$ cat config.mk
export PLATFORM = sky130hd
export DESIGN_NAME = program_loader
export DESIGN_NICKNAME = d
export VERILOG_FILES = /design/src/rtl/loader_pkg.sv /design/src/rtl/byte_assembler.sv /design/src/rtl/program_loader.sv
export SDC_FILE = /design/constraint.sdc
export NUM_CORES = 1
export LEC_CHECK = 0
export CAP_MARGIN = 10
export CORE_MARGIN = 2
export CORE_UTILIZATION = 59
export CTS_BUF_LIST = sky130_fd_sc_hd__clkbuf_8 sky130_fd_sc_hd__clkbuf_16
export CTS_CLUSTER_DIAMETER = 30
export DETAILED_ROUTE_END_ITERATION = 6
export GPL_ROUTABILITY_DRIVEN = 0
export HOLD_SLACK_MARGIN = 0.1
export PLACE_DENSITY = 0.85
export SLEW_MARGIN = 20
export SYNTH_ARGS = -nofsm -noshare
export SYNTH_HDL_FRONTEND = slang
export SYNTH_SLANG_ARGS = --single-unit
$ cat constraint.sdc
create_clock -name CLK -period 10.7 [get_ports CLK]
set_input_delay 3.21 -clock CLK [delete_from_list [all_inputs] [get_ports CLK]]
set_output_delay 3.21 -clock CLK [all_outputs]
set_load 0.02 [all_outputs]
$ cat src/rtl/loader_pkg.sv
`default_nettype none
// ============================================================================
// Module      : loader_pkg
// Description : Shared types and constants for the program loader.
//               The CSUM state exists only when LOADER_CHECKSUM_EN is defined.
// Revision    : 1.0 - initial release
// ============================================================================
package loader_pkg;

    localparam int c_HDR_BYTES      = 2;
    localparam int c_BYTES_PER_WORD = 4;

    typedef enum logic [2:0] {
        S_IDLE = 3'd0,
        S_HDR0 = 3'd1,
        S_HDR1 = 3'd2,
        S_DATA = 3'd3,
`ifdef LOADER_CHECKSUM_EN
        S_CSUM = 3'd4,
`endif
        S_DONE = 3'd5,
        S_ERR  = 3'd6
    } state_t;

    // States in which the loader presents RX_READY to the host.
    function automatic logic f_accepts_bytes(input state_t s);
        logic r;
        r = (s == S_HDR0) || (s == S_HDR1) || (s == S_DATA) || (s == S_ERR);
`ifdef LOADER_CHECKSUM_EN
        r = r || (s == S_CSUM);
`endif
        return r;
    endfunction

endpackage
`default_nettype wire

$ cat src/rtl/byte_assembler.sv
`default_nettype none
// ============================================================================
// Module      : byte_assembler
// Description : Packs little-endian bytes into words; flags the word on the
//               cycle its last byte arrives.
// Revision    : 1.0 - initial release
// ============================================================================
module byte_assembler
    import loader_pkg::*;
(
    input  logic                            clk_i,
    input  logic                            rst_i,
    input  logic                            clear_i,
    input  logic                            byte_valid_i,
    input  logic [7:0]                      byte_i,
    output logic                            word_valid_o,
    output logic [8*c_BYTES_PER_WORD-1:0]   word_o
);

    localparam int         c_WORD_W    = 8 * c_BYTES_PER_WORD;
    localparam logic [1:0] c_LAST_BYTE = 2'(c_BYTES_PER_WORD - 1);

    // Holds the earlier bytes of the word; the final byte is taken straight
    // from the input so the word is complete on its arrival cycle.
    logic [c_WORD_W-9:0] shift_q;
    logic [1:0]          cnt_q;

    assign word_valid_o = byte_valid_i && !clear_i && (cnt_q == c_LAST_BYTE);
    assign word_o       = {byte_i, shift_q};

    always_ff @(posedge clk_i or posedge rst_i) begin
        if (rst_i) begin
            shift_q <= '0;
            cnt_q   <= '0;
        end else if (clear_i) begin
            shift_q <= '0;
            cnt_q   <= '0;
        end else if (byte_valid_i) begin
            shift_q <= {byte_i, shift_q[c_WORD_W-9:8]};
            cnt_q   <= cnt_q + 2'd1;
        end
    end

endmodule
`default_nettype wire

$ cat src/rtl/program_loader.sv
`default_nettype none
// ============================================================================
// Module      : program_loader
// Description : Loads a length-prefixed byte stream into instruction memory
//               while holding the core. Define LOADER_CHECKSUM_EN to require a
//               trailing XOR checksum byte.
// Revision    : 1.0 - initial release
// ============================================================================
module program_loader
    import loader_pkg::*;
#(
    parameter int ADDR_W = 10
) (
    input  logic              CLK,
    input  logic              RST,
    input  logic              START,
    input  logic [7:0]        RX_DATA,
    input  logic              RX_VALID,
    output logic              RX_READY,
    output logic              IMEM_WE,
    output logic [ADDR_W-1:0] IMEM_ADDR,
    output logic [31:0]       IMEM_WDATA,
    output logic              CORE_HOLD,
    output logic              LOAD_DONE,
    output logic              ERROR
);

    localparam int                 c_CNT_W = ADDR_W + 1;
    localparam logic [31:0]        c_DEPTH = 32'(2 ** ADDR_W);
    localparam logic [c_CNT_W-1:0] c_ONE   = c_CNT_W'(1);
`ifdef LOADER_CHECKSUM_EN
    localparam state_t             c_TAIL  = S_CSUM;
`else
    localparam state_t             c_TAIL  = S_DONE;
`endif

    state_t              state_q, state_d;
    logic [7:0]          hdr_lo_q;
    logic [c_CNT_W-1:0]  n_q;
    logic [c_CNT_W-1:0]  idx_q;
    logic                rx_ready_q;
    logic                imem_we_q;
    logic [ADDR_W-1:0]   imem_addr_q;
    logic [31:0]         imem_wdata_q;
    logic                core_hold_q;
    logic                load_done_q;
    logic                error_q;
`ifdef LOADER_CHECKSUM_EN
    logic [7:0]          csum_q;
`endif

    logic                       w_accept;
    logic                       w_asm_clear;
    logic                       w_asm_valid;
    logic                       w_word_valid;
    logic [31:0]                w_word;
    logic [8*c_HDR_BYTES-1:0]   w_hdr_len;

    assign w_accept    = RX_VALID && rx_ready_q;
    assign w_hdr_len   = {RX_DATA, hdr_lo_q};
    assign w_asm_clear = START || (state_q != S_DATA);
    assign w_asm_valid = w_accept && (state_q == S_DATA);

    byte_assembler u_byte_assembler (
        .clk_i        (CLK),
        .rst_i        (RST),
        .clear_i      (w_asm_clear),
        .byte_valid_i (w_asm_valid),
        .byte_i       (RX_DATA),
        .word_valid_o (w_word_valid),
        .word_o       (w_word)
    );

    always_comb begin
        state_d = state_q;
        if (START) begin
            state_d = S_HDR0;
        end else begin
            case (state_q)
                S_IDLE: state_d = S_IDLE;
                S_HDR0: if (w_accept) state_d = S_HDR1;
                S_HDR1: begin
                    if (w_accept) begin
                        if (w_hdr_len == '0)
                            state_d = c_TAIL;
                        else if (32'(w_hdr_len) > c_DEPTH)
                            state_d = S_ERR;
                        else
                            state_d = S_DATA;
                    end
                end
                S_DATA: begin
`ifdef LOADER_CHECKSUM_EN
                    // Leave on the last byte so the checksum byte can follow
                    // back-to-back; the final write still issues next cycle.
                    if (w_word_valid && (idx_q == n_q - c_ONE))
                        state_d = S_CSUM;
`else
                    // Index reaches N in the cycle the final word is written.
                    if (idx_q == n_q)
                        state_d = S_DONE;
`endif
                end
`ifdef LOADER_CHECKSUM_EN
                S_CSUM: if (w_accept) state_d = (RX_DATA == csum_q) ? S_DONE : S_ERR;
`endif
                S_DONE: state_d = S_IDLE;
                S_ERR:  state_d = S_ERR;
                default: state_d = S_IDLE;
            endcase
        end
    end

    always_ff @(posedge CLK or posedge RST) begin
        if (RST) begin
            state_q      <= S_IDLE;
            hdr_lo_q     <= '0;
            n_q          <= '0;
            idx_q        <= '0;
            rx_ready_q   <= 1'b0;
            imem_we_q    <= 1'b0;
            imem_addr_q  <= '0;
            imem_wdata_q <= '0;
            core_hold_q  <= 1'b0;
            load_done_q  <= 1'b0;
            error_q      <= 1'b0;
`ifdef LOADER_CHECKSUM_EN
            csum_q       <= '0;
`endif
        end else begin
            state_q     <= state_d;
            rx_ready_q  <= f_accepts_bytes(state_d);
            core_hold_q <= (state_d != S_IDLE) && (state_d != S_DONE);
            load_done_q <= (state_d == S_DONE);
            error_q     <= (state_d == S_ERR);
            imem_we_q   <= w_word_valid;
            if (w_word_valid) begin
                imem_addr_q  <= idx_q[ADDR_W-1:0];
                imem_wdata_q <= w_word;
            end
            if (START) begin
                idx_q <= '0;
                n_q   <= '0;
`ifdef LOADER_CHECKSUM_EN
                csum_q <= '0;
`endif
            end else begin
                if (w_word_valid)
                    idx_q <= idx_q + c_ONE;
                if (w_accept && (state_q == S_HDR0))
                    hdr_lo_q <= RX_DATA;
                if (w_accept && (state_q == S_HDR1))
                    n_q <= c_CNT_W'(w_hdr_len);
`ifdef LOADER_CHECKSUM_EN
                if (w_accept && ((state_q == S_HDR0) || (state_q == S_HDR1) || (state_q == S_DATA)))
                    csum_q <= csum_q ^ RX_DATA;
`endif
            end
        end
    end

    assign RX_READY   = rx_ready_q;
    assign IMEM_WE    = imem_we_q;
    assign IMEM_ADDR  = imem_addr_q;
    assign IMEM_WDATA = imem_wdata_q;
    assign CORE_HOLD  = core_hold_q;
    assign LOAD_DONE  = load_done_q;
    assign ERROR      = error_q;

endmodule
`default_nettype wire

==> summary.md, run 1 <==
| Metric | Value |
|---|---|
| Status | finished clean |
| DR iter-0 viols | 160 |
| Largest cells by area after synthesis | dfrtp_1, mux2_2, nand2_1, a21oi_1, mux2i_1 |
| Vias in the first global route | 3089 |
| Number of synthesized flops with an enable pin | 0 |
| Cell Rows | 31 |
| Slew Viols, Final | 0 |
| Area Overhead vs Synth | 20.4% |
| Rel. slew slack | 0.341 |
| CP required | 10.94 ns |
| Crit end category | flop |
| Dpl cell area | 5130 um^2 |
| Die area | 8260 um^2 |
| Synth area leader | dfrtp_1 |
| Logic pwr share | 0.100 |
| CP Cell Sequence | clkdlybuf4s50_1 > and2_1 > nand3b_1 > a31o_2 > and4_1 > or4b_1 |
| Post-DR vias/cell | 5.64 |
| Die Wd | 90.9 um |
| Post-Synthesis Cell Area | 4450 um^2 |
| DP Worst Slack | 4.17 ns |
| Worst Path Max Fanout | 29 |
| I/O Buffers | 58 |
| Hold WC Path Type | flop to flop |
| Core area | 7290 um^2 |
| Final setup fails | 0 |
| Total gr overflow | 0 |
| Antenna-violating nets left | 0 |
| PwrDens | 143 nW/um^2 |
| DRC Markers | 0 |
| Final WL | 8.69 mm |
| Net Sw Power | 0.203 mW |
| Synth cell types | 37 |
| Pre-Repair DR Iteration Count | 7 |
| Syn nets | 392 |
| Clock transition at path regs | 0.11 ns |
| Cell Int Power | 0.566 mW |
| # diodes | 0 |
| Max VDD drop | 0.0000799 V |
| Final Hold Viols | 0 |
| Setup ws final | 4.50 ns |
| FFs w/ async S/R, synth | 1.00 |
| Share of layout cells above drive strength 1 | 0.185 |
| RSZ-0062 raised after global routing | no |
| Root buffer cell | clkbuf_8 |
| Seq pwr share | 0.568 |
| DR WL/cell | 16.2 um |
| Largest net degree at the start of global routing | 83 |
| Detailed placer's ending HPWL | 5.94 mm |
| Htree depth | 3 |
| Die height | 90.9 um |
| Most frequently used flop master after synthesis | dfrtp_1 |
| Switching share of power | 0.264 |
| Critical setup path kind | input pin to flop |
| CP max stage delay | 0.79 ns |
| Reg area | 2650 um^2 |
| Vias | 3027 |
| Layout Skew | 0.0157 ns |
| Nets | 447 |
| Post-CTS sizing | 0 |
| Crit start category | input pin |
| Clock power frac | 0.332 |
| Yosys reg bits | 106 |
| Seq/Total Area, Yosys | 0.596 |
| Fill cell count | 529 |
| Fin crit share | 0.579 |
| Final Core Density | 0.735 |
| Hold-fix buffer count after cts | 0 |
| Worst-Margin Slew | 0.986 ns |
| Fmax | 161 MHz |
| CP max stage cell | and2_1 |
| Final setup TNS | 0 ns |
| Top-area cell type share of the netlist area | 0.596 |
| Area of the multi-input gates | 1720 um^2 |
| Final non-filler cell area | 5360 um^2 |
| Post-CTS setup buffers | 0 |
| P_leak | 2.47 nW |
| Cells after Synth | 378 |
| Avg Synthesized Cell Area | 11.8 um^2 |
| Arr. time, crit path | 6.44 ns |
| Tot GR Track Use | 0.225 |
| Minimum clock period | 6.20 ns |
| Num CTS Buffers | 9 |
| CTS tree | yes |
| TritonCTS Sinks | 106 |
| Syn. warnings | 0 |
| Max-cap violations | 0 |
| First-pass GRT wire length | 14.8 mm |
| Antenna violations before repair | 0 |
| Starting Density | 0.611 |
| Num ports | 59 |
| CTS max path bufs | 2 |
| Worst skew pair latency | 0.37 ns |
==> cell type report <==
class,count,area share
Sequential cell,106,0.495
Multi-Input combinational cell,249,0.321
Timing Repair Buffer,63,0.119
Clock buffer,9,0.0231
Tap cell,99,0.0231
Clock inverter,7,0.0154
Inverter,4,0.00327
==> per-layer routing <==
| metal | global-route usage | routed length (um) |
|---|---|---|
| met1 | 0.317 | 3920 |
| met2 | 0.345 | 4180 |
| met3 | 0.0351 | 402 |
| met4 | 0.111 | 186 |
| met5 | 0 | 0 |
==> power groups by stage <==
stage	Clock, mW	Sequential, mW	Combinational (mW)
after detailed placement	0	0.444	0.0760
after global routing	0.279	0.439	0.0851
after floorplan	0	0.440	0.0516
after CTS	0.262	0.436	0.0764
after global placement	0	0.443	0.0730
final	0.256	0.437	0.0768
==> cells in the final DEF (no fill, tap or decap), types with 8 or more instances in the layout <==
master             n
xor2_1             8
dfrtp_1          106
nor2_1            26
mux2_2            50
a21oi_1           29
mux2i_1           12
nand2_1           57
clkdlybuf4s50_1   58
xnor2_1           13
clkbuf_8           9
==> cell families (layout without fill, tap and decap cells) <==
logic type                 after synthesis  in the layout  synth area share
xor gates and xnor gates                21             21            0.0413
and+or+nand+nor                        128            128             0.141
muxes                                   62             62             0.153
adders and majority gates                2              2           0.00562
DFF                                    106            106             0.596
AOI/OAI and AO/OA                       36             36            0.0435
buffers and inverters                   23             83            0.0194
==> registers in the layout, summed over array words and instances, names as in the netlist <==
signal	count
hdr_lo_q	8
idx_q	11
u_byte_assembler.cnt_q	2
CORE_HOLD	1
IMEM_ADDR	10
IMEM_WE	1
ERROR	1
RX_READY	1
LOAD_DONE	1
state_q	3
n_q	11
IMEM_WDATA	32
u_byte_assembler.shift_q	24
==> cell usage after synthesis, drive strengths merged (6+ instances only) <==
| library cell | number |
|---|---|
| a21oi | 29 |
| clkbuf | 16 |
| dfrtp | 106 |
| mux2 | 50 |
| mux2i | 12 |
| nand2 | 57 |
| nor2 | 27 |
| nor3 | 6 |
| or4 | 7 |
| xnor2 | 13 |
| xor2 | 8 |
==> metrics by stage <==
step           power (mW)  hold slack [ns]  instances
4_1_cts             0.774            0.518        536
5_1_grt             0.803            0.528        537
6_report            0.769            0.516        537
2_1_floorplan       0.492            0.479        378
3_3_place_gp        0.516            0.489        520
3_5_place_dp        0.520            0.495        520
==> critical path, delay by kind of cell <==
| kind | cells | cell delay [ns] |
|---|---|---|
| buffers and inverters | 1 | 0.51 |
| and+or+nand+nor | 4 | 2.23 |
| AOI/OAI and AO/OA | 1 | 0.48 |
==> worst paths after layout <==
check | start | endpoint | slack, ns | depth (start not counted)
max | RX_VALID | CORE_HOLD$_DFF_PP0_ | 4.50 | 6
min | IMEM_ADDR[5]$_DFFE_PP0P_ | IMEM_ADDR[5]$_DFFE_PP0P_ | 0.52 | 1
max reg2reg | RX_READY$_DFF_PP0_ | CORE_HOLD$_DFF_PP0_ | 7.44 | 5
min reg2reg | IMEM_ADDR[5]$_DFFE_PP0P_ | IMEM_ADDR[5]$_DFFE_PP0P_ | 0.52 | 1
max in group asynchronous | RST | n_q[8]$_DFFE_PP0P_ | 6.58 | 4
min in group asynchronous | RST | IMEM_ADDR[9]$_DFFE_PP0P_ | 3.15 | 2
(Power assumes the default switching activity.)
==> run 2: changes to the inputs <==
CORE_UTILIZATION = 55   (was 59)
PLACE_DENSITY = 0.8   (was 0.85)
clock period = 6.3 ns   (was 10.7 ns; I/O delays follow)
==> run 2 against run 1 <==
Compared with the run above:
- clock power grew 73%
- non-clock buffer count is 1 higher
- largest cell class unchanged
- hold slack got worse by 0.0073 ns
- core utilization is 4.5 points lower
- register-to-register slack lost 3.9 ns
- clock skew is 0.0027 ns lower
- first-iteration DRC count is the same
- combinational power up 71%
- highest routed layer unchanged
- critical path depth unchanged
- count of clock-buffer cells in the layout unchanged
- sequential share of layout area about the same
- critical path type unchanged
- final area barely moved
==> summary.md, run 2 (synthesized netlist as in run 1, its figures left out) <==
| Metric | Value |
|---|---|
| Reg area | 2650 um^2 (unchanged) |
| Seq pwr share | 0.563 (-0.005) |
| Detailed placer's ending HPWL | 6.03 mm (+1.4%) |
| Post-CTS setup buffers | 0 (unchanged) |
| RSZ-0062 raised after global routing | no |
| Hold WC Path Type | flop to flop |
| Starting Density | 0.573 (-0.0374) |
| Final setup TNS | 0 ns (unchanged) |
| DRC Markers | 0 (unchanged) |
| Final Non-Filler Cells | 540 (+0.56%) |
| Crit end category | flop |
| Pre-Repair DR Iteration Count | 4 (-3) |
| Layout Skew | 0.0130 ns (-0.00270 ns) |
| Hold-fix buffer count after cts | 0 (unchanged) |
| Cell Int Power | 0.992 mW (+75%) |
| Vias | 3061 (+1.1%) |
| Area Overhead vs Synth | 20.4% (about the same) |
| # diodes | 0 (unchanged) |
| Tot GR Track Use | 0.220 (-0.00546) |
| Final Hold Viols | 0 (unchanged) |
| Nets | 448 (+0.22%) |
| Fmax | 229 MHz |
| Clock transition at path regs | 0.08 ns (-0.03 ns) |
| Num ports | 59 (unchanged) |
| CTS max path bufs | 2 (unchanged) |
| Antenna violations before repair | 0 (unchanged) |
| Slew Viols, Final | 0 (unchanged) |
| I/O Buffers | 58 (unchanged) |
| CTS tree | yes |
| Status | finished clean |
| Critical setup path kind | input pin to flop |
| Post-DR vias/cell | 5.67 (+0.56%) |
| Root buffer cell | clkbuf_8 |
| Most common cell after layout, fill and taps aside | dfrtp_1 |
| Worst Setup SP | RX_VALID |
| Crit start category | input pin |
| Htree depth | 3 (unchanged) |
| Final WL | 8.74 mm (+0.51%) |
| Minimum clock period | 4.37 ns |
| Cell Rows | 32 (+3.2%) |
| Worst-Margin Slew | 0.986 ns (-0.000336 ns) |
| Commonest cells after routing, fill and taps aside | dfrtp_1, clkdlybuf4s50_1, nand2_1 |
| R2R setup slack | 3.55 ns (-3.89 ns) |
| P_leak | 2.47 nW (-0.25%) |
| Largest register FFs | 32 (unchanged) |
| Core area | 7770 um^2 (+6.5%) |
| Max-cap violations | 0 (unchanged) |
| Max VDD drop | 0.000144 V (+80%) |
| Final setup fails | 0 (unchanged) |
| Setup ws final | 1.93 ns (-2.57 ns) |
| CP required | 6.53 ns (-4.41 ns) |
| Antenna-violating nets left | 0 (unchanged) |
| Die height | 94.0 um (+3.4%) |
| Vias in the first global route | 2996 (-3.0%) |
| Num CTS Buffers | 9 (unchanged) |
| TritonCTS Sinks | 106 (unchanged) |
| Clock power frac | 0.338 (+0.006) |
| Critical R2R Launch | RX_READY$_DFF_PP0_ |
| Cell count of the worst reg-to-reg path | 5 (unchanged) |
| Die area | 8830 um^2 (+6.9%) |
| Area of the multi-input gates | 1720 um^2 (unchanged) |
| Largest net degree at the start of global routing | 76 (-8.4%) |
| DR WL/cell | 16.2 um (about the same) |
| Logic pwr share | 0.099 (about the same) |
| Switching share of power | 0.246 (-0.0177) |
| Rel. slew slack | 0.343 (+0.00228) |
| Inst Count DP | 525 (+0.96%) |
| RR Endpoint | RX_READY$_DFF_PP0_ |
| Net Sw Power | 0.324 mW (+60%) |
| Fill cell count | 598 (+13%) |
| First-pass GRT wire length | 14.8 mm (+0.56%) |
| Worst skew pair latency | 0.37 ns (about the same) |
| DR iter-0 viols | 160 (unchanged) |
| CP endpoint | RX_READY$_DFF_PP0_ |
| Worst Path Max Fanout | 29 (unchanged) |
| Arr. time, crit path | 4.59 ns (-1.85 ns) |
| Total gr overflow | 0 (unchanged) |
| Fin crit share | 0.693 |
| Tot Pwr | 1.32 mW (+71%) |
| Share of layout cells above drive strength 1 | 0.185 (unchanged) |
| Post-CTS sizing | 0 (unchanged) |
| Worst Hold Launch | IMEM_ADDR[2]$_DFFE_PP0P_ |
| PwrDens | 245 nW/um^2 (+71%) |
| Die Wd | 94.0 um (+3.4%) |
| DP Worst Slack | 1.59 ns (-2.58 ns) |
run 2: cell types whose count changed in the layout (fill, tap and decap cells not counted), sizes merged:
cell      previous run  this run
inv                  8         4
buf                  5         6
bufinv               1         2
clkinv               1         2
clkinvlp             1         2
run 2: how the worst min path moves through the flow:
stage | end | cells after the start
global placement | IMEM_ADDR[7]$_DFFE_PP0P_ | 1
detailed placement | IMEM_WDATA[3]$_DFFE_PP0P_ | 1
floorplan | IMEM_WDATA[0]$_DFFE_PP0P_ | 1
global route | IMEM_ADDR[0]$_DFFE_PP0P_ | 1
finish | IMEM_ADDR[2]$_DFFE_PP0P_ | 1
CTS | IMEM_ADDR[2]$_DFFE_PP0P_ | 1
run 2: metal layers:
metal / global-route usage / share of wire
met3: 0.0433 / 0.051
met1: 0.314 / 0.46
met2: 0.336 / 0.48
met4: 0.0797 / 0.016
met5: 0 / 0
run 2: cell type report:
class,count,share of cell area
clock buffers,9,0.0231
multi-input cells,249,0.321
clock inverters,6,0.0173
well taps,102,0.0238
flip-flops and latches,106,0.495
repair buffers,64,0.117
inverters,4,0.00327
run 2: worst max-delay path: stages:
cell	delay, ns
clkdlybuf4s50_1	0.49
and2_1	0.79
nand3_1	0.21
or4_4	0.54
and3b_1	0.19
or4b_1	0.48
run 2: through the flow:
step	hold WS (ns)	instance area (um^2)	util
final	0.509	5360	0.690
after global placement	0.490	5150	0.663
after floorplan	0.479	4450	-
after global routing	0.532	5360	0.690
after CTS	0.516	5360	0.690
after detailed placement	0.491	5150	0.663
run 2: power by group through the flow:
stage	registers [mW]	clock network (mW)	logic, mW
2_1_floorplan	0.747	0	0.0877
3_3_place_gp	0.751	0	0.126
3_5_place_dp	0.753	0	0.132
4_1_cts	0.740	0.453	0.133
5_1_grt	0.746	0.484	0.146
6_report	0.740	0.444	0.131
==> run 3: changes to the inputs <==
CORE_UTILIZATION = 49   (was 55)
PLACE_DENSITY = 0.75   (was 0.8)
clock period = 3.9 ns   (was 6.3 ns; I/O delays follow)
==> run 3 against run 2 <==
Compared with the run above:
- final area increased by 0.54%
- clock skew rose by 0.00077 ns
- sequential cell count unchanged
- sequential share of layout area decreased by 0.26 points
- power is 54% higher
- register-to-register slack got worse by 2.2 ns
- first-iteration DRC count is 15% higher
==> summary.md, run 3 (synthesized netlist as in run 1, its figures left out) <==
| Metric | Value |
|---|---|
| Final setup fails | 0 (unchanged) |
| WP depth | 6 (unchanged) |
| Post-DR vias/cell | 5.39 (-4.8%) |
| RSZ-0062 raised after global routing | no |
| Cell Int Power | 1.49 mW (+50%) |
| Fin crit share | 0.858 |
| Htree depth | 3 (unchanged) |
| Antenna-violating nets left | 0 (unchanged) |
| Clock transition at path regs | 0.09 ns (about the same) |
| CP max stage delay | 0.54 ns (-0.25 ns) |
| Starting Density | 0.508 (-0.0652) |
| Critical R2R Launch | hdr_lo_q[4]$_DFFE_PP0P_ |
| First-pass GRT wire length | 15.1 mm (+1.7%) |
| Worst-Margin Slew | 0.605 ns (-0.381 ns) |
| Slew Viols, Final | 0 (unchanged) |
| CTS tree | yes |
| Fmax | 299 MHz |
| CP required | 4.14 ns (-2.39 ns) |
| Antenna violations before repair | 0 (unchanged) |
| Hold WC Path Type | flop to flop |
| Tot Pwr | 2.03 mW (+54%) |
| Worst skew pair latency | 0.37 ns (about the same) |
| DRC Markers | 0 (unchanged) |
| Worst path most repeated cell | or4_4 |
| Commonest cells after routing, fill and taps aside | dfrtp_1, clkdlybuf4s50_1, nand2_1 |
| Final setup TNS | 0 ns (unchanged) |
| Fill cell count | 711 (+19%) |
| CP endpoint | CORE_HOLD$_DFF_PP0_ |
| Num CTS Buffers | 9 (unchanged) |
| TritonCTS Sinks | 106 (unchanged) |
| Status | finished clean |
| Switching share of power | 0.268 (+0.0220) |
| Post-CTS sizing | 0 (unchanged) |
| Tot GR Track Use | 0.194 (-0.0251) |
| DR WL/cell | 15.9 um (-1.6%) |
| Dpl cell area | 5210 um^2 (+1.3%) |
| Cell Rows | 34 (+6.3%) |
| Largest register FFs | 32 (unchanged) |
| Arr. time, crit path | 3.58 ns (-1.01 ns) |
| Die Wd | 99.3 um (+5.7%) |
| Net Sw Power | 0.544 mW (+68%) |
| Logic pwr share | 0.107 (+0.008) |
| Die height | 99.3 um (+5.7%) |
| Minimum clock period | 3.35 ns |
| I/O Buffers | 58 (unchanged) |
| Largest net degree at the start of global routing | 85 (+12%) |
| Rel. slew slack | 0.586 (+0.244) |
| Core area | 8760 um^2 (+13%) |
| Root buffer cell | clkbuf_8 |
| Post-CTS setup buffers | 0 (unchanged) |
| CP max stage cell | or4_4 |
| Hold-fix buffer count after cts | 0 (unchanged) |
| Worst Path Max Fanout | 3 (-90%) |
| Cell family with most CP delay | simple AND/OR/NAND/NOR gates |
| Vias | 2983 (-2.5%) |
| Final non-filler cell area | 5390 um^2 (+0.54%) |
| Vias in the first global route | 2937 (-2.0%) |
| Pre-Repair DR Iteration Count | 4 (unchanged) |
| Total gr overflow | 0 (unchanged) |
| Final WL | 8.81 mm (+0.81%) |
| Critical setup path kind | input pin to flop |
| Clock power frac | 0.305 (-0.033) |
| Num ports | 59 (unchanged) |
| PwrDens | 377 nW/um^2 (+54%) |
| R2R setup slack | 1.35 ns (-2.20 ns) |
| Detailed placer's ending HPWL | 6.14 mm (+1.8%) |
| Crit start category | input pin |
| DR iter-0 viols | 184 (+15%) |
| Area Overhead vs Synth | 21.0% |
| Max VDD drop | 0.000283 V (+96%) |
| Cell count of the worst reg-to-reg path | 5 (unchanged) |
| Final Hold Viols | 0 (unchanged) |
| CP Cell Sequence | clkdlybuf4s50_1 > or4_4 > or3_4 > or4_4 > and3b_1 > or4b_1 |
| Crit end category | flop |
| # diodes | 0 (unchanged) |
| Nets | 454 (+1.3%) |
| Max-cap violations | 0 (unchanged) |
| Share of layout cells above drive strength 1 | 0.196 (+0.0106) |
| P_leak | 2.49 nW (+0.81%) |
| CTS max path bufs | 2 (unchanged) |
| Worst Setup SP | RX_DATA[0] |
| Layout Skew | 0.0137 ns (+0.000773 ns) |
| Most common cell after layout, fill and taps aside | dfrtp_1 |
| WP buf/inv | 1 (unchanged) |
| Die area | 9870 um^2 (+12%) |
| RR Endpoint | CORE_HOLD$_DFF_PP0_ |
| Seq pwr share | 0.588 (+0.025) |
-- run 3: cell types whose count changed in the layout (fill, tap and decap cells not counted) --
cell	delta
buf_4	+5
bufinv_16	-2
inv_6	+2
buf_12	+1
clkinv_4	+1
inv_1	+1
inv_4	-1
-- run 3: power groups by stage --
stage	combinational [mW]	clock [mW]	sequential, mW
after floorplan	0.142	0	1.21
after global placement	0.212	0	1.22
after detailed placement	0.220	0	1.22
after CTS	0.220	0.636	1.20
after global routing	0.243	0.684	1.20
final	0.218	0.619	1.19
-- run 3: routing by layer --
metal / GRT usage / share of wire / up-vias
met2: 0.287 / 0.47 / 77
met5: 0 / 0 / -
met1: 0.292 / 0.47 / 1471
met3: 0.0422 / 0.047 / 7
li1: - / - / 1428
met4: 0.0569 / 0.012 / 0
-- run 3: final cells by class --
class / instances / area, um^2 / share of cell area
clock buffers: 9 / 124 / 0.0230
clock inverters: 7 / 55.1 / 0.0102
inverters: 4 / 18.8 / 0.00348
multi-input cells: 249 / 1720 / 0.320
flip-flops and latches: 106 / 2650 / 0.492
well taps: 108 / 135 / 0.0251
repair buffers: 70 / 683 / 0.127
-- run 3: worst min-delay path by stage --
stage / depth (start not counted) / start / end
global route: 1 / IMEM_WDATA[20]$_DFFE_PP0P_ / IMEM_WDATA[20]$_DFFE_PP0P_
finish: 1 / IMEM_ADDR[6]$_DFFE_PP0P_ / IMEM_ADDR[6]$_DFFE_PP0P_
global placement: 1 / IMEM_ADDR[8]$_DFFE_PP0P_ / IMEM_ADDR[8]$_DFFE_PP0P_
detailed placement: 1 / IMEM_WDATA[23]$_DFFE_PP0P_ / IMEM_WDATA[23]$_DFFE_PP0P_
floorplan: 1 / u_byte_assembler.shift_q[0]$_DFFE_PP0P_ / IMEM_WDATA[0]$_DFFE_PP0P_
CTS: 1 / IMEM_ADDR[8]$_DFFE_PP0P_ / IMEM_ADDR[8]$_DFFE_PP0P_
-- run 3: per-stage QoR --
stage	util	std cells	hold slack, ns	worst slack [ns]
finish	0.615	553	0.514	0.554
global route	0.615	553	0.540	0.523
floorplan	-	378	0.479	0.722
detailed placement	0.595	537	0.495	0.172
global placement	0.595	537	0.489	0.191
CTS	0.615	553	0.517	0.565
==> RTL edit 1 (flow settings as in run 3) <==
Add a define of `LOADER_CHECKSUM_EN`.
--- a/src/rtl/loader_pkg.sv
+++ b/src/rtl/loader_pkg.sv
@@ -6,4 +6,6 @@
 // Revision    : 1.0 - initial release
 // ============================================================================
+`define LOADER_CHECKSUM_EN
+
 package loader_pkg;
 
Formal check against the unedited RTL: not equivalent (a bounded check fails within 4 cycles, from zero or initial values and one cycle with RST high).
==> RTL edit 1 against run 3 <==
- clock power up 140%
- power up 56%
- synthesized cell count up 21%
- synthesized area up 15%
- utilization up 1.3 points
- final area up 19%
- wire length up 25%
- sequential cell count up 8
- setup slack better by 0.28 ns
- critical endpoint unchanged
- largest power group is now clock
==> RTL edit 1: results (changes against run 3) <==
Outcome
  • Status: completed

Worst setup path
  • Critical Path Fanout Max: 5 (+2)
  • Crit path from: START
  • Worst path arrival time: 3.44 ns (-0.14 ns)
  • Top delay family on crit path: compound AO/OA/AOI/OAI gates
  • Slowest stage delay, CP: 0.45 ns (-0.09 ns)
  • Worst Reg-to-Reg Cells: 9 (+4)
  • RR Startpoint: n_q[0]

Layout
  • Share of layout cells above drive strength 1: 19.5% (-0.075 points)
  • Fillers: 781 (+9.8%)

Drt
  • Metal2 WL: 5460 um (+33%)
  • Avg Vias per Cell: 5.46 (+1.2%)
  • Met3 wire len: 394 um (-4.8%)

Synthesis
  • Syn_nets: 474 (+21%)
  • Post-synthesis compound-gate area fraction: 9.15% (+4.8 points)
  • Post-synthesis sequential area ratio: 55.6% (-3.9 points)
  • Post-synthesis cell type count: 49 (+32%)

GRT
  • Largest net degree at the start of global routing: 115 (+35%)
  • Vias in the first global route: 3766 (+28%)
  • Tot GR Track Use: 21.2% (+1.8 points)
  • First-pass GRT wire length: 18600 um (+24%)

Worst hold path
  • Hold Startpoint: IMEM_ADDR[9]
  • Hold Path End: IMEM_ADDR[9]

Power and ir drop
  • P_leak: 2.86 nW (+15%)

Clocking
  • Clock transition at path regs: 0.06 ns (-0.03 ns)

STA
  • Skew final: 0.0114 ns (-0.00232 ns)
RTL edit 1: layer usage:
metal  global-route usage [%]  up-vias
met5                        0        -
met4                     8.36        0
met3                     4.97       18
met2                     33.6       94
met1                     28.5     1834
li1                         -     1711
RTL edit 1: area by class of cell:
type / count / area share (%)
Tap cell: 136 / 2.65
Clock buffer: 17 / 6.44
Inverter: 8 / 0.525
Sequential cell: 114 / 44.4
Clock inverter: 15 / 2.43
Timing Repair Buffer: 70 / 10.6
Multi-Input combinational cell: 310 / 33.0
RTL edit 1: cells by family (layout without fill, tap and decap cells):
kind of cell / count (synthesis) / in the layout
and+or+nand+nor: 147 / 147
buffers and inverters: 35 / 110
muxes: 51 / 51
xor gates and xnor gates: 40 / 40
DFF: 114 / 114
AOI/OAI and AO/OA: 69 / 69
adders and majority gates: 3 / 3
RTL edit 1: worst register-to-register path, delay by kind of cell (launching register included):
| family | cells | cell delay [ns] |
|---|---|---|
| buf+inv | 1 | 0.09 |
| simple gates | 3 | 0.87 |
| compound gates | 3 | 0.82 |
| xor+xnor | 1 | 0.18 |
| flops | 1 | 0.45 |
| fa+ha+maj | 1 | 0.22 |
RTL edit 1: stage by stage:
stage | worst slack (ns) | hold WS (ns) | std cells | util (%) | area, um2
after floorplan | 0.931 | 0.479 | 459 | - | 5130
after detailed placement | 0.353 | 0.494 | 638 | 57.3 | 5860
after global routing | 0.708 | 0.511 | 670 | 62.8 | 6430
after CTS | 0.860 | 0.508 | 670 | 62.8 | 6430
final | 0.836 | 0.503 | 670 | 62.8 | 6430
after global placement | 0.488 | 0.489 | 638 | 57.3 | 5860
RTL edit 1: where the power goes:
part / internal (W) / total (W) / switching, W
Combinational: 0.000151 / 0.000352 / 0.000202
Sequential: 0.00126 / 0.00133 / 0.0000781
Clock: 0.000910 / 0.00148 / 0.000568
==> RTL edit 2 (settings of run 3) <==
Made on the original files. Re-encode `state_t` (6 states) as one-hot, 6 bits wide.
--- a/src/rtl/loader_pkg.sv
+++ b/src/rtl/loader_pkg.sv
@@ -11,14 +11,14 @@
     localparam int c_BYTES_PER_WORD = 4;
 
-    typedef enum logic [2:0] {
-        S_IDLE = 3'd0,
-        S_HDR0 = 3'd1,
-        S_HDR1 = 3'd2,
-        S_DATA = 3'd3,
+    typedef enum logic [5:0] {
+        S_IDLE = 6'b000001,
+        S_HDR0 = 6'b000010,
+        S_HDR1 = 6'b000100,
+        S_DATA = 6'b001000,
 `ifdef LOADER_CHECKSUM_EN
         S_CSUM = 3'd4,
 `endif
-        S_DONE = 3'd5,
-        S_ERR  = 3'd6
+        S_DONE = 6'b010000,
+        S_ERR  = 6'b100000
     } state_t;
 
Function: same outputs for any inputs over 10 cycles, from zero or initial values and one cycle with RST high; not proved beyond that.
==> RTL edit 2 against run 3 <==
- power grew 3.5%
- final area hardly changed
- sequential cell count increased by 3
- wire length shrank 1.5%
- hold slack got worse by 0.031 ns
- synthesized area decreased by 0.14%
- setup slack improved by 0.46 ns
- critical path type unchanged
==> RTL edit 2: results (changes against run 3) <==
Worst setup path
  • RR Startpoint: state_q[2]
  • FF-to-FF End: u_byte_assembler.cnt_q[0]
  • Worst Reg-to-Reg Cells: 4 (-1)
  • Critical Path Fanout Max: 4 (+1)
  • Worst path slowest cell: or4_1
  • Slowest stage delay, CP: 0.59 ns (+0.05 ns)

STA
  • Hold WS: 0.483 ns (-0.0314 ns)
  • Min Tclk post-route: 2.89 ns (-0.459 ns)
  • Skew final: 0.0156 ns (+0.00184 ns)

Layout
  • Final nets: 401 (-12%)
  • Share of layout cells above drive strength 1: 21.2% (+1.6 points)
  • Non-Filler Instances: 500 (-9.6%)
  • Final Core Density: 61.5% (about the same)

Synthesis
  • Mux share of post-synthesis cell area: 12.4% (-2.9 points)
  • Top post-synthesis cells by area: dfrtp_1 61%, mux2_2 12%, a22o_1 6.9%
  • Post-Synth Adder-Cell Area: 0.563% (+0.00079 points)
  • Post-synthesis compound-gate area fraction: 9.37% (+5.0 points)

GRT
  • GRT met1 Usage: 26.4% (-2.8 points)
  • Met3 Use GR: 4.29% (+0.070 points)
  • Largest net degree at the start of global routing: 110 (+29%)
  • M2 GR Usage: 28.2% (-0.52 points)

Drt
  • DRT Wirelength: 8680 um (-1.5%)
  • DRT met1 WL: 3910 um (-6.3%)
  • Metal2 WL: 4110 um (about the same)
  • Met3 wire len: 408 um (-1.4%)

Placement
  • Worst slack at placement: 0.657 ns (+0.485 ns)

Outcome
  • Status: completed
RTL edit 2: cell type report:
type | count | share of cell area, %
sequential | 109 | 50.7
inverter | 8 | 0.627
tap | 108 | 2.51
clock inverter | 7 | 1.90
timing repair buffer | 63 | 11.9
clock buffer | 9 | 2.30
multi-input combinational | 196 | 30.1
RTL edit 2: how the worst max path moves through the flow:
stage,from,to,cells past startpoint
floorplan,RX_DATA[4],CORE_HOLD,4
global placement,RX_DATA[4],RX_READY,5
detailed placement,RX_DATA[4],RX_READY,5
CTS,RX_DATA[4],RX_READY,5
global route,RX_DATA[4],RX_READY,5
finish,RX_DATA[4],RX_READY,5
RTL edit 2: power groups by stage:
stage	clock [W]	combinational [W]	sequential (W)
after floorplan	0	0.0000850	0.00122
after global placement	0	0.000126	0.00123
after detailed placement	0	0.000130	0.00123
after CTS	0.000786	0.000131	0.00121
after global routing	0.000832	0.000145	0.00121
final	0.000767	0.000130	0.00121
